**config.mk**
```make
export PLATFORM = sky130hd
export DESIGN_NAME = uart_loader
export DESIGN_NICKNAME = d
export VERILOG_FILES = /design/src/rtl/uart_loader_pkg.sv /design/src/rtl/uart_loader_gap_timer.sv /design/src/rtl/uart_loader.sv
export SDC_FILE = /design/constraint.sdc
export NUM_CORES = 1
export LEC_CHECK = 0
export ABC_AREA = 1
export CAP_MARGIN = 15
export CELL_PAD_IN_SITES_DETAIL_PLACEMENT = 1
export CELL_PAD_IN_SITES_GLOBAL_PLACEMENT = 1
export CORE_ASPECT_RATIO = 1.1
export CORE_UTILIZATION = 39
export DETAILED_ROUTE_END_ITERATION = 12
export GPL_ROUTABILITY_DRIVEN = 0
export HOLD_SLACK_MARGIN = 0.15
export PLACE_DENSITY_LB_ADDON = 0.08
export SYNTH_ARGS = -nofsm -noshare
export SYNTH_HDL_FRONTEND = slang
export SYNTH_SLANG_ARGS = --single-unit
```
**constraint.sdc**
```tcl
create_clock -name sys_clk -period 5.54 [get_ports sys_clk]
set_clock_uncertainty 0.05 [all_clocks]
set_input_delay 1.108 -clock sys_clk [delete_from_list [all_inputs] [get_ports sys_clk]]
set_output_delay 1.108 -clock sys_clk [all_outputs]
set_load 0.02 [all_outputs]
```
**src/rtl/uart_loader_pkg.sv**
```systemverilog
// Shared types and constants for the uart_loader boot image loader.
package uart_loader_pkg;

  typedef enum logic [2:0] {
    S_IDLE,
    S_POLL,
    S_SAMPLE,
    S_WRITE,
    S_DONE,
    S_ERR
  } state_t;

  typedef enum logic [2:0] {
    PH_MAGIC,
    PH_CNT0,
    PH_CNT1,
    PH_DATA,
    PH_CSUM
  } phase_t;

  localparam int          RX_VALID_BIT = 8;
  localparam logic [31:0] UART_RX_ADR  = 32'h0000_0000;

endpackage

```
**src/rtl/uart_loader_gap_timer.sv**
```systemverilog
// Inter-byte gap watchdog: reload on each received byte, count down while running,
// flag expiry on the cycle the count would reach zero.
module uart_loader_gap_timer #(
  parameter logic [23:0] TIMEOUT = 24'd10_000_000
) (
  input  logic sys_clk,
  input  logic sys_rst,
  input  logic load,
  input  logic run,
  output logic expire
);

  logic [23:0] cnt;

  always_ff @(posedge sys_clk or posedge sys_rst) begin
    if (sys_rst) begin
      cnt <= '0;
    end else if (load) begin
      cnt <= TIMEOUT;
    end else if (run && (cnt != 24'd0)) begin
      cnt <= cnt - 24'd1;
    end
  end

  // Expiry lands exactly TIMEOUT running cycles after the last reload.
  assign expire = run && !load && (cnt <= 24'd1);

endmodule

```
**src/rtl/uart_loader.sv**
```systemverilog
// Boot loader: polls the uart RX register, parses a magic/count/data/checksum frame
// and writes assembled little-endian words to memory.
module uart_loader
  import uart_loader_pkg::*;
#(
  parameter logic [7:0]  MAGIC     = 8'hA5,
  parameter logic [31:0] BASE_ADDR = 32'h0000_0000,
  parameter logic [23:0] TIMEOUT   = 24'd10_000_000
) (
  input  logic        sys_clk,
  input  logic        sys_rst,
  input  logic        start,
  output logic [31:0] uart_adr_o,
  output logic        uart_stb_o,
  output logic        uart_we_o,
  input  logic [31:0] uart_dat_i,
  input  logic        uart_ack_i,
  output logic [31:0] mem_adr_o,
  output logic [31:0] mem_dat_o,
  output logic        mem_we_o,
  input  logic        mem_ack_i,
  output logic        busy,
  output logic        done,
  output logic        err
);

  state_t      state;
  phase_t      phase;
  logic [15:0] word_cnt;
  logic [15:0] idx;
  logic [15:0] idx_next;
  logic [1:0]  byte_idx;
  logic [7:0]  csum;
  logic [31:0] word;
  logic [31:0] next_word;
  logic        rx_valid;
  logic [7:0]  rx_byte;
  logic        gap_load;
  logic        gap_run;
  logic        gap_expire;
  logic        unused_dat;

  assign uart_adr_o = UART_RX_ADR;
  assign uart_we_o  = 1'b0;
  assign rx_valid   = uart_dat_i[RX_VALID_BIT];
  assign rx_byte    = uart_dat_i[7:0];
  assign unused_dat = ^uart_dat_i[31:9];
  assign next_word  = {rx_byte, word[31:8]};
  assign idx_next   = idx + 16'd1;

  assign gap_load = ((state == S_IDLE) && start) || ((state == S_SAMPLE) && rx_valid);
  assign gap_run  = ((state == S_POLL) || (state == S_SAMPLE)) && (phase != PH_MAGIC);

  uart_loader_gap_timer #(
    .TIMEOUT(TIMEOUT)
  ) u_gap_timer (
    .sys_clk(sys_clk),
    .sys_rst(sys_rst),
    .load   (gap_load),
    .run    (gap_run),
    .expire (gap_expire)
  );

  // Word assembly register; a partial word is simply overwritten by the next four bytes.
  always_ff @(posedge sys_clk) begin
    if ((state == S_SAMPLE) && rx_valid && (phase == PH_DATA)) begin
      word <= next_word;
    end
  end

  always_ff @(posedge sys_clk or posedge sys_rst) begin
    if (sys_rst) begin
      state      <= S_IDLE;
      phase      <= PH_MAGIC;
      word_cnt   <= '0;
      idx        <= '0;
      byte_idx   <= '0;
      csum       <= '0;
      uart_stb_o <= 1'b0;
      mem_we_o   <= 1'b0;
      mem_adr_o  <= '0;
      mem_dat_o  <= '0;
      busy       <= 1'b0;
      done       <= 1'b0;
      err        <= 1'b0;
    end else begin
      case (state)
        S_IDLE: begin
          if (start) begin
            done       <= 1'b0;
            err        <= 1'b0;
            csum       <= '0;
            idx        <= '0;
            byte_idx   <= '0;
            word_cnt   <= '0;
            phase      <= PH_MAGIC;
            busy       <= 1'b1;
            uart_stb_o <= 1'b1;
            state      <= S_POLL;
          end
        end

        S_POLL: begin
          if (gap_expire) begin
            uart_stb_o <= 1'b0;
            err        <= 1'b1;
            state      <= S_ERR;
          end else if (uart_ack_i) begin
            uart_stb_o <= 1'b0;
            state      <= S_SAMPLE;
          end
        end

        S_SAMPLE: begin
          if (rx_valid) begin
            uart_stb_o <= 1'b1;
            state      <= S_POLL;
            case (phase)
              PH_MAGIC: begin
                if (rx_byte == MAGIC) phase <= PH_CNT0;
              end
              PH_CNT0: begin
                word_cnt[7:0] <= rx_byte;
                csum          <= csum ^ rx_byte;
                phase         <= PH_CNT1;
              end
              PH_CNT1: begin
                word_cnt[15:8] <= rx_byte;
                csum           <= csum ^ rx_byte;
                phase          <= ({rx_byte, word_cnt[7:0]} == 16'd0) ? PH_CSUM : PH_DATA;
              end
              PH_DATA: begin
                csum     <= csum ^ rx_byte;
                byte_idx <= byte_idx + 2'd1;
                if (byte_idx == 2'd3) begin
                  uart_stb_o <= 1'b0;
                  mem_we_o   <= 1'b1;
                  mem_adr_o  <= BASE_ADDR + {14'd0, idx, 2'b00};
                  mem_dat_o  <= next_word;
                  state      <= S_WRITE;
                end
              end
              PH_CSUM: begin
                uart_stb_o <= 1'b0;
                if (rx_byte == csum) begin
                  done  <= 1'b1;
                  state <= S_DONE;
                end else begin
                  err   <= 1'b1;
                  state <= S_ERR;
                end
              end
              default: phase <= PH_MAGIC;
            endcase
          end else if (gap_expire) begin
            err   <= 1'b1;
            state <= S_ERR;
          end else begin
            uart_stb_o <= 1'b1;
            state      <= S_POLL;
          end
        end

        // Address and data stay registered and untouched until the memory accepts.
        S_WRITE: begin
          if (mem_ack_i) begin
            mem_we_o   <= 1'b0;
            idx        <= idx_next;
            phase      <= (idx_next == word_cnt) ? PH_CSUM : PH_DATA;
            uart_stb_o <= 1'b1;
            state      <= S_POLL;
          end
        end

        S_DONE, S_ERR: begin
          busy  <= 1'b0;
          state <= S_IDLE;
        end

        default: begin
          uart_stb_o <= 1'b0;
          mem_we_o   <= 1'b0;
          busy       <= 1'b0;
          state      <= S_IDLE;
        end
      endcase
    end
  end

endmodule

```
### Yosys cells after proc, flatten, opt, wreduce, memory -nomap -nowiden

Cells that the tools add are included.

* flip-flop bits (word level): 157
* input bits: 37
* output and inout bits: 102
* word-level logic and storage cells: 151

* $add $sub $neg: 3
* $lt $le $gt $ge: 1
* eq/ne operators: 29
* mux-type cells: 60
* bitwise operators: 4
* reductions and logical operators: 38

Operators by type and width (number)
* 16-bit case mux with 2 select lines: 2
* 16-bit 2-to-1 mux: 3
* 24-bit 2-to-1 mux: 2
* 8-bit 2-to-1 mux: 5
* 3-bit 2-to-1 mux: 12
* 24-bit by 1-bit less-or-equal comparator with 1-bit output, second input constant: 1
* 3-bit case mux with 4 select lines: 2
* 4-bit AND reduction: 6
* 24-bit nonzero test: 1
* 24-bit by 1-bit subtractor with 24-bit output, second input constant: 1
* 1-bit 2-to-1 mux: 20
* 16-bit by 1-bit adder with 16-bit output, second input constant: 1
* 16-bit == test: 1
* 16-bit logical NOT: 1
* 8-bit case mux with 2 select lines: 1
* 5-bit AND reduction: 3
* 3-bit by 2-bit == test with 1-bit output, second input constant: 4
* 2-bit by 1-bit != test with 1-bit output, second input constant: 6
* 3-bit != test, second input constant: 4
* 2-bit != test, second input constant: 5
* 3-bit == test, second input constant: 3
* 3-bit case mux with 3 select lines: 1
* 3-bit nonzero test: 3
* 8-bit == test: 1
* 24 further kinds: 46

### Logic depth before layout (Yosys ltp)

* depth after elaboration: 9
* depth in mapped cells: 15
* mapped depth without buffers: 15

### By module

From an unflattened synthesis, not the netlist that was laid out.

* cell total of the unflattened synthesis: 988
* area, all modules: 7922.6 um^2

Modules (own cells, without submodules)
* uart_loader: instances 1, cells an instance 728, area each 6184.7 um^2, sequential area each 3248.1 um^2
* uart_loader_gap_timer: instances 1, cells an instance 260, area each 1737.9 um^2, sequential area each 600.6 um^2

### Worst setup path after synthesis

Ideal clock, no wire load.

* path kind: input port to flip-flop
* start: input uart_dat_i[8]
* end: register word[10] (enable)
* setup time: 406 ps
* arrival time: 2248 ps
* required time: 5084 ps
* slack: 2836 ps
* stages on the path: 2
* path buffers: 0
* cells stage by stage: nand2_4 -> nor2_1

* word-level cells in the longest chain between the ends: 2

RTL lines
* start, declared: line uart_loader.sv:16 `input logic [31:0] uart_dat_i,`
* 1-bit logical AND (2 in series): line uart_loader.sv:66 `if ((state == S_SAMPLE) && rx_valid && (phase == PH_DATA)) begin`
* end signal, assigned: line uart_loader.sv:67 `word <= next_word;`
* end, declared: line uart_loader.sv:34 `logic [31:0] word;`

No other way between the ends.
A chain may end at the register's enable or synchronous reset.

### Worst setup path in the final report

* start: input uart_dat_i[8]
* end: register mem_adr_o[7]

* word-level cells in the longest chain between the ends: 1

RTL lines
* 4-bit AND reduction (no line)
* end signal, assigned: line uart_loader.sv:138 `mem_adr_o <= BASE_ADDR + {14'd0, idx, 2'b00};`
* end, declared: line uart_loader.sv:18 `output logic [31:0] mem_adr_o,`

No other way between the ends.

==> report_table.html <==
<table>
<tr><th>Metric</th><th>Value</th></tr>
<tr><th colspan="2">Status</th></tr>
<tr><td>Run status</td><td>complete, no violations</td></tr>
<tr><th colspan="2">Synthesis</th></tr>
<tr><td>Sequential cell area fraction in the yosys report</td><td>50.2%</td></tr>
<tr><td>Register bit total from synthesis</td><td>149</td></tr>
<tr><td>Prevailing post-synth register cell</td><td>sky130_fd_sc_hd__dfrtp_1</td></tr>
<tr><td>Count of mapped cells out of synthesis</td><td>925</td></tr>
<tr><td>Number of warning messages in the yosys log</td><td>0</td></tr>
<tr><td>Syn_area_per_cell</td><td>between 8 and 9 um^2</td></tr>
<tr><td>EDFF count, synth</td><td>24</td></tr>
<tr><td>Post-synthesis cell type with the largest combined area</td><td>sky130_fd_sc_hd__dfrtp_1</td></tr>
<tr><td>Async set-or-reset flop fraction in the synthesized netlist</td><td>83.9%</td></tr>
<tr><td>Proportion of netlist area held by the largest area contributor</td><td>40.8%</td></tr>
<tr><td>Count of cell types in the netlist</td><td>40</td></tr>
<tr><td>Most used standard cell by instance count after synthesis</td><td>sky130_fd_sc_hd__nand2_1</td></tr>
<tr><td>Most frequent cells after synthesis</td><td>256 x sky130_fd_sc_hd__nand2_1, 125 x sky130_fd_sc_hd__dfrtp_1, 107 x sky130_fd_sc_hd__inv_1, 70 x sky130_fd_sc_hd__o21ai_0, 67 x sky130_fd_sc_hd__nand3_1</td></tr>
<tr><td>Top area cells in the synthesized netlist</td><td>sky130_fd_sc_hd__dfrtp_1 41%, sky130_fd_sc_hd__nand2_1 13%, sky130_fd_sc_hd__edfxtp_1 9.4%</td></tr>
<tr><td>Combined area of all synthesized cells</td><td>0.00767 mm^2</td></tr>
<tr><th colspan="2">Power</th></tr>
<tr><td>Sequential cell fraction of total power</td><td>38.4%</td></tr>
<tr><td>Ratio of total power to cell area</td><td>399 mW/mm^2</td></tr>
<tr><td>Proportion of total power due to net switching</td><td>around two fifths</td></tr>
<tr><td>Logic pwr share</td><td>between 30 and 40%</td></tr>
<tr><td>Portion of total power attributed to the clock network</td><td>31.2%</td></tr>
<tr><td>Power Internal</td><td>2.18 mW</td></tr>
<tr><td>Worst vdd rail ir drop</td><td>0.254 mV</td></tr>
<tr><td>Static Leak</td><td>4.10 nW</td></tr>
<tr><td>Net switching power</td><td>1.40 mW</td></tr>
<tr><th colspan="2">Drt</th></tr>
<tr><td>Post-route DRC</td><td>0</td></tr>
<tr><td>Total Wirelength</td><td>18900 um</td></tr>
<tr><td>Via count of the routed design</td><td>a little over 6000</td></tr>
<tr><td>WL per Instance</td><td>15.1 um</td></tr>
<tr><td>DRC violation total after the first TritonRoute iteration</td><td>247</td></tr>
<tr><td>Post-route ant nets</td><td>0</td></tr>
<tr><td>TritonRoute pass-1 iters</td><td>4</td></tr>
<tr><td>Number of vias per cell after detailed routing</td><td>between 4 and 5</td></tr>
<tr><th colspan="2">Finish</th></tr>
<tr><td>Area added between synthesis and finish</td><td>16.7%</td></tr>
<tr><td>Share of final-layout standard cells stronger than drive strength 1</td><td>8.14%</td></tr>
<tr><td>Net count of the finished layout</td><td>a little over 1000</td></tr>
<tr><td>Number of inserted filler cells in the final layout</td><td>about 2300</td></tr>
<tr><td>Diode insertion count for antenna repair</td><td>0</td></tr>
<tr><td>Final non-filler cell area</td><td>0.00895 mm^2</td></tr>
<tr><th colspan="2">Setup path</th></tr>
<tr><td>Crit start category</td><td>input pin</td></tr>
<tr><td>Max Fanout on Critical Path</td><td>52</td></tr>
<tr><td>Kind of end point of the critical path</td><td>flip-flop</td></tr>
<tr><td>Worst Setup Path Type</td><td>in -&gt; reg</td></tr>
<tr><td>Crit-path cells</td><td>clkdlybuf4s50_1 &gt; nand2_4 &gt; nor2_4 &gt; inv_2 &gt; buf_4 &gt; nand2_1 &gt; o21ai_0</td></tr>
<tr><td>Worst path required time</td><td>5.78 ns</td></tr>
<tr><td>CP max stage cell</td><td>sky130_fd_sc_hd__clkdlybuf4s50_1</td></tr>
<tr><td>Arrival @ worst endpoint</td><td>3.27 ns</td></tr>
<tr><td>CP max stage delay</td><td>approximately 0.56 ns</td></tr>
<tr><th colspan="2">Global routing</th></tr>
<tr><td>Total GRT Usage</td><td>20.1%</td></tr>
<tr><td>Congestion Overflow GR</td><td>0</td></tr>
<tr><td>Vias in the first global route</td><td>6083</td></tr>
<tr><td>Largest net degree at the start of global routing</td><td>about 100</td></tr>
<tr><td>Wire length of the first global-routing pass</td><td>31500 um</td></tr>
<tr><td>Antenna violations before repair</td><td>0</td></tr>
<tr><th colspan="2">Floorplanning</th></tr>
<tr><td>Die extent in y</td><td>149 um</td></tr>
<tr><td>Effective utilization at floorplan</td><td>40.0%</td></tr>
<tr><td>Row cnt</td><td>53</td></tr>
<tr><td>Core Area</td><td>between 0.015 and 0.02 mm^2</td></tr>
<tr><td>DIE AREA</td><td>0.0202 mm^2</td></tr>
<tr><td>I/O pin count</td><td>139</td></tr>
<tr><td>Die width</td><td>~140 um</td></tr>
<tr><th colspan="2">Timing</th></tr>
<tr><td>Number of hold-slack violations in the final timing report</td><td>0</td></tr>
<tr><td>Final cycle utilization of the critical path</td><td>54.8%</td></tr>
<tr><td>Final setup TNS</td><td>0 ns</td></tr>
<tr><td>Fmax achieved</td><td>329 MHz</td></tr>
<tr><td>Finish-stage setup viols</td><td>0</td></tr>
<tr><td>Clock period minus worst slack</td><td>3.04 ns</td></tr>
<tr><td>Max-slew headroom</td><td>49.9%</td></tr>
<tr><td>Actual transition at the worst max-transition pin</td><td>0.750 ns</td></tr>
<tr><td>Setup repair after global routing missed its margin</td><td>no</td></tr>
<tr><td>Max-slew violation total from the final report</td><td>0</td></tr>
<tr><th colspan="2">CTS</th></tr>
<tr><td>Clock tree from TritonCTS</td><td>done</td></tr>
<tr><td>Number of buffers on the longest clock path</td><td>2</td></tr>
<tr><td>H-tree depth reported by CTS</td><td>4</td></tr>
<tr><td>Total CTS buffers</td><td>17</td></tr>
<tr><td>TritonCTS sink count</td><td>149</td></tr>
<tr><td>Post-cts resize count</td><td>0</td></tr>
<tr><td>Clock transition at the registers of the reported paths</td><td>about 0.070 ns</td></tr>
<tr><td>Worst-skew pair later-pin latency</td><td>approximately 0.43 ns</td></tr>
<tr><td>Cell at the root of the clock tree</td><td>sky130_fd_sc_hd__clkbuf_16</td></tr>
<tr><td>Post-CTS setup-driven buffer insertion count</td><td>0</td></tr>
<tr><td>Quantity of hold-fixing buffers added after cts</td><td>0</td></tr>
<tr><th colspan="2">Placed design</th></tr>
<tr><td>Dpl hpwl</td><td>13500 um</td></tr>
<tr><td>Port buffer count</td><td>66</td></tr>
<tr><td>Post-place instance area</td><td>between 0.008 and 0.009 mm^2</td></tr>
<tr><th colspan="2">Min path</th></tr>
<tr><td>Class of the worst hold path</td><td>reg -&gt; reg</td></tr>
<tr><th colspan="2">Job</th></tr>
<tr><td>Max cap viols</td><td>0</td></tr>
</table>
## sequential cells by signal, indices dropped and copies added, names as in the netlist
signal           cells
busy                 1
done                 1
err                  1
u_gap_timer.cnt     24
csum                 8
mem_adr_o           16
mem_dat_o           32
uart_stb_o           1
state                3
mem_we_o             1
word_cnt            16
idx                 16
word                24
phase                3
byte_idx             2
## final timing paths
path / start / end / slack [ns] / cells past startpoint
hold reg to reg: word[15]$_DFFE_PP_ / mem_dat_o[7]$_DFFE_PP0P_ / 0.40 / 2
setup reg to reg: state[1]$_DFFE_PP0P_ / mem_adr_o[7]$_DFFE_PP0P_ / 2.70 / 8
min in group asynchronous: sys_rst / mem_we_o$_DFFE_PP0P_ / 0.95 / 2
setup / recovery: uart_dat_i[8] / mem_adr_o[7]$_DFFE_PP0P_ / 2.50 / 7
max in group asynchronous: sys_rst / mem_adr_o[3]$_DFFE_PP0P_ / 3.62 / 3
hold / removal: word[15]$_DFFE_PP_ / mem_dat_o[7]$_DFFE_PP0P_ / 0.40 / 2
## through the flow
step	instances	hold WS [ns]	utilization (%)	setup WS, ns	total power [mW]
after floorplan	973	0.376	-	1.05	2.21
after global placement	1222	0.380	43.8	2.03	2.47
after detailed placement	1222	0.386	43.8	2.03	2.49
after CTS	1254	0.397	46.7	2.48	3.62
after global routing	1254	0.402	46.7	2.35	3.82
final	1254	0.399	46.7	2.50	3.57
## area by class of cell
cell class	instances	area (um^2)	share of cell area [%]
Clock buffer	17	425	4.75
Clock inverter	15	133	1.48
Inverter	114	437	4.88
Multi-Input combinational cell	642	3090	34.6
Sequential cell	149	3850	43.0
Tap cell	247	309	3.45
Timing Repair Buffer	70	703	7.86
## logic make-up (layout without fill, tap and decap cells)
logic type,count (synthesis),after routing,share of synthesized area (%)
flip-flops,149,149,50.2
adder cells (fa/ha/maj),5,5,0.816
other,1,49,0.0489
XOR/XNOR,12,12,1.37
buffers and inverters,182,216,11.9
AND/OR/NAND/NOR,451,451,26.9
AO/OA/AOI/OAI,125,125,8.84
## cells in the final DEF, fill, tap and decap left out, types with 2 or more instances in the layout
cell type	Yosys	routed
sky130_fd_sc_hd__nand2_1	256	256
sky130_fd_sc_hd__dfrtp_1	125	125
sky130_fd_sc_hd__inv_1	107	106
sky130_fd_sc_hd__o21ai_0	70	70
sky130_fd_sc_hd__nand3_1	67	67
sky130_fd_sc_hd__clkdlybuf4s50_1	0	66
sky130_fd_sc_hd__nor2_1	58	57
sky130_fd_sc_hd__conb_1	1	49
sky130_fd_sc_hd__edfxtp_1	24	24
sky130_fd_sc_hd__a21oi_1	23	23
sky130_fd_sc_hd__nand4_1	20	20
sky130_fd_sc_hd__clkbuf_16	0	17
sky130_fd_sc_hd__o22ai_1	15	15
sky130_fd_sc_hd__xor2_1	11	11
sky130_fd_sc_hd__nor2_4	10	10
sky130_fd_sc_hd__nand2_2	10	10
sky130_fd_sc_hd__nor4_1	8	8
sky130_fd_sc_hd__o21ai_1	7	7
sky130_fd_sc_hd__nor2_2	5	6
sky130_fd_sc_hd__inv_6	0	6
sky130_fd_sc_hd__ha_1	5	5
sky130_fd_sc_hd__clkinvlp_4	0	5
sky130_fd_sc_hd__nand2_4	4	4
sky130_fd_sc_hd__nor3_1	4	4
sky130_fd_sc_hd__inv_2	4	4
sky130_fd_sc_hd__o31ai_1	3	3
sky130_fd_sc_hd__nand3_4	3	3
sky130_fd_sc_hd__inv_4	2	3
sky130_fd_sc_hd__inv_8	0	3
sky130_fd_sc_hd__buf_4	52	3
sky130_fd_sc_hd__or2_2	2	2
sky130_fd_sc_hd__nand3b_1	2	2
sky130_fd_sc_hd__a31oi_1	2	2
## worst max-delay path: cells and delay by family
kind	cells	cell delay [ns]
buf+inv	3	1.28
compound gates	1	0.08
simple gates	3	0.75
## routing by layer
metal / global-route usage (%) / part of all wire (%)
met2: 32.8 / 48
met3: 3.09 / 2.1
met4: 6.46 / 1.3
met5: 0 / 0
met1: 27.0 / 49
## power groups by stage
stage                     combinational (mW)  sequential (mW)  clock [mW]
after CTS                               1.11             1.37        1.15
after global placement                  1.08             1.39           0
after floorplan                        0.836             1.38           0
after detailed placement                1.09             1.39           0
after global routing                    1.24             1.39        1.18
final                                   1.09             1.37        1.11
Note: power is estimated with default switching activity, not from simulation.
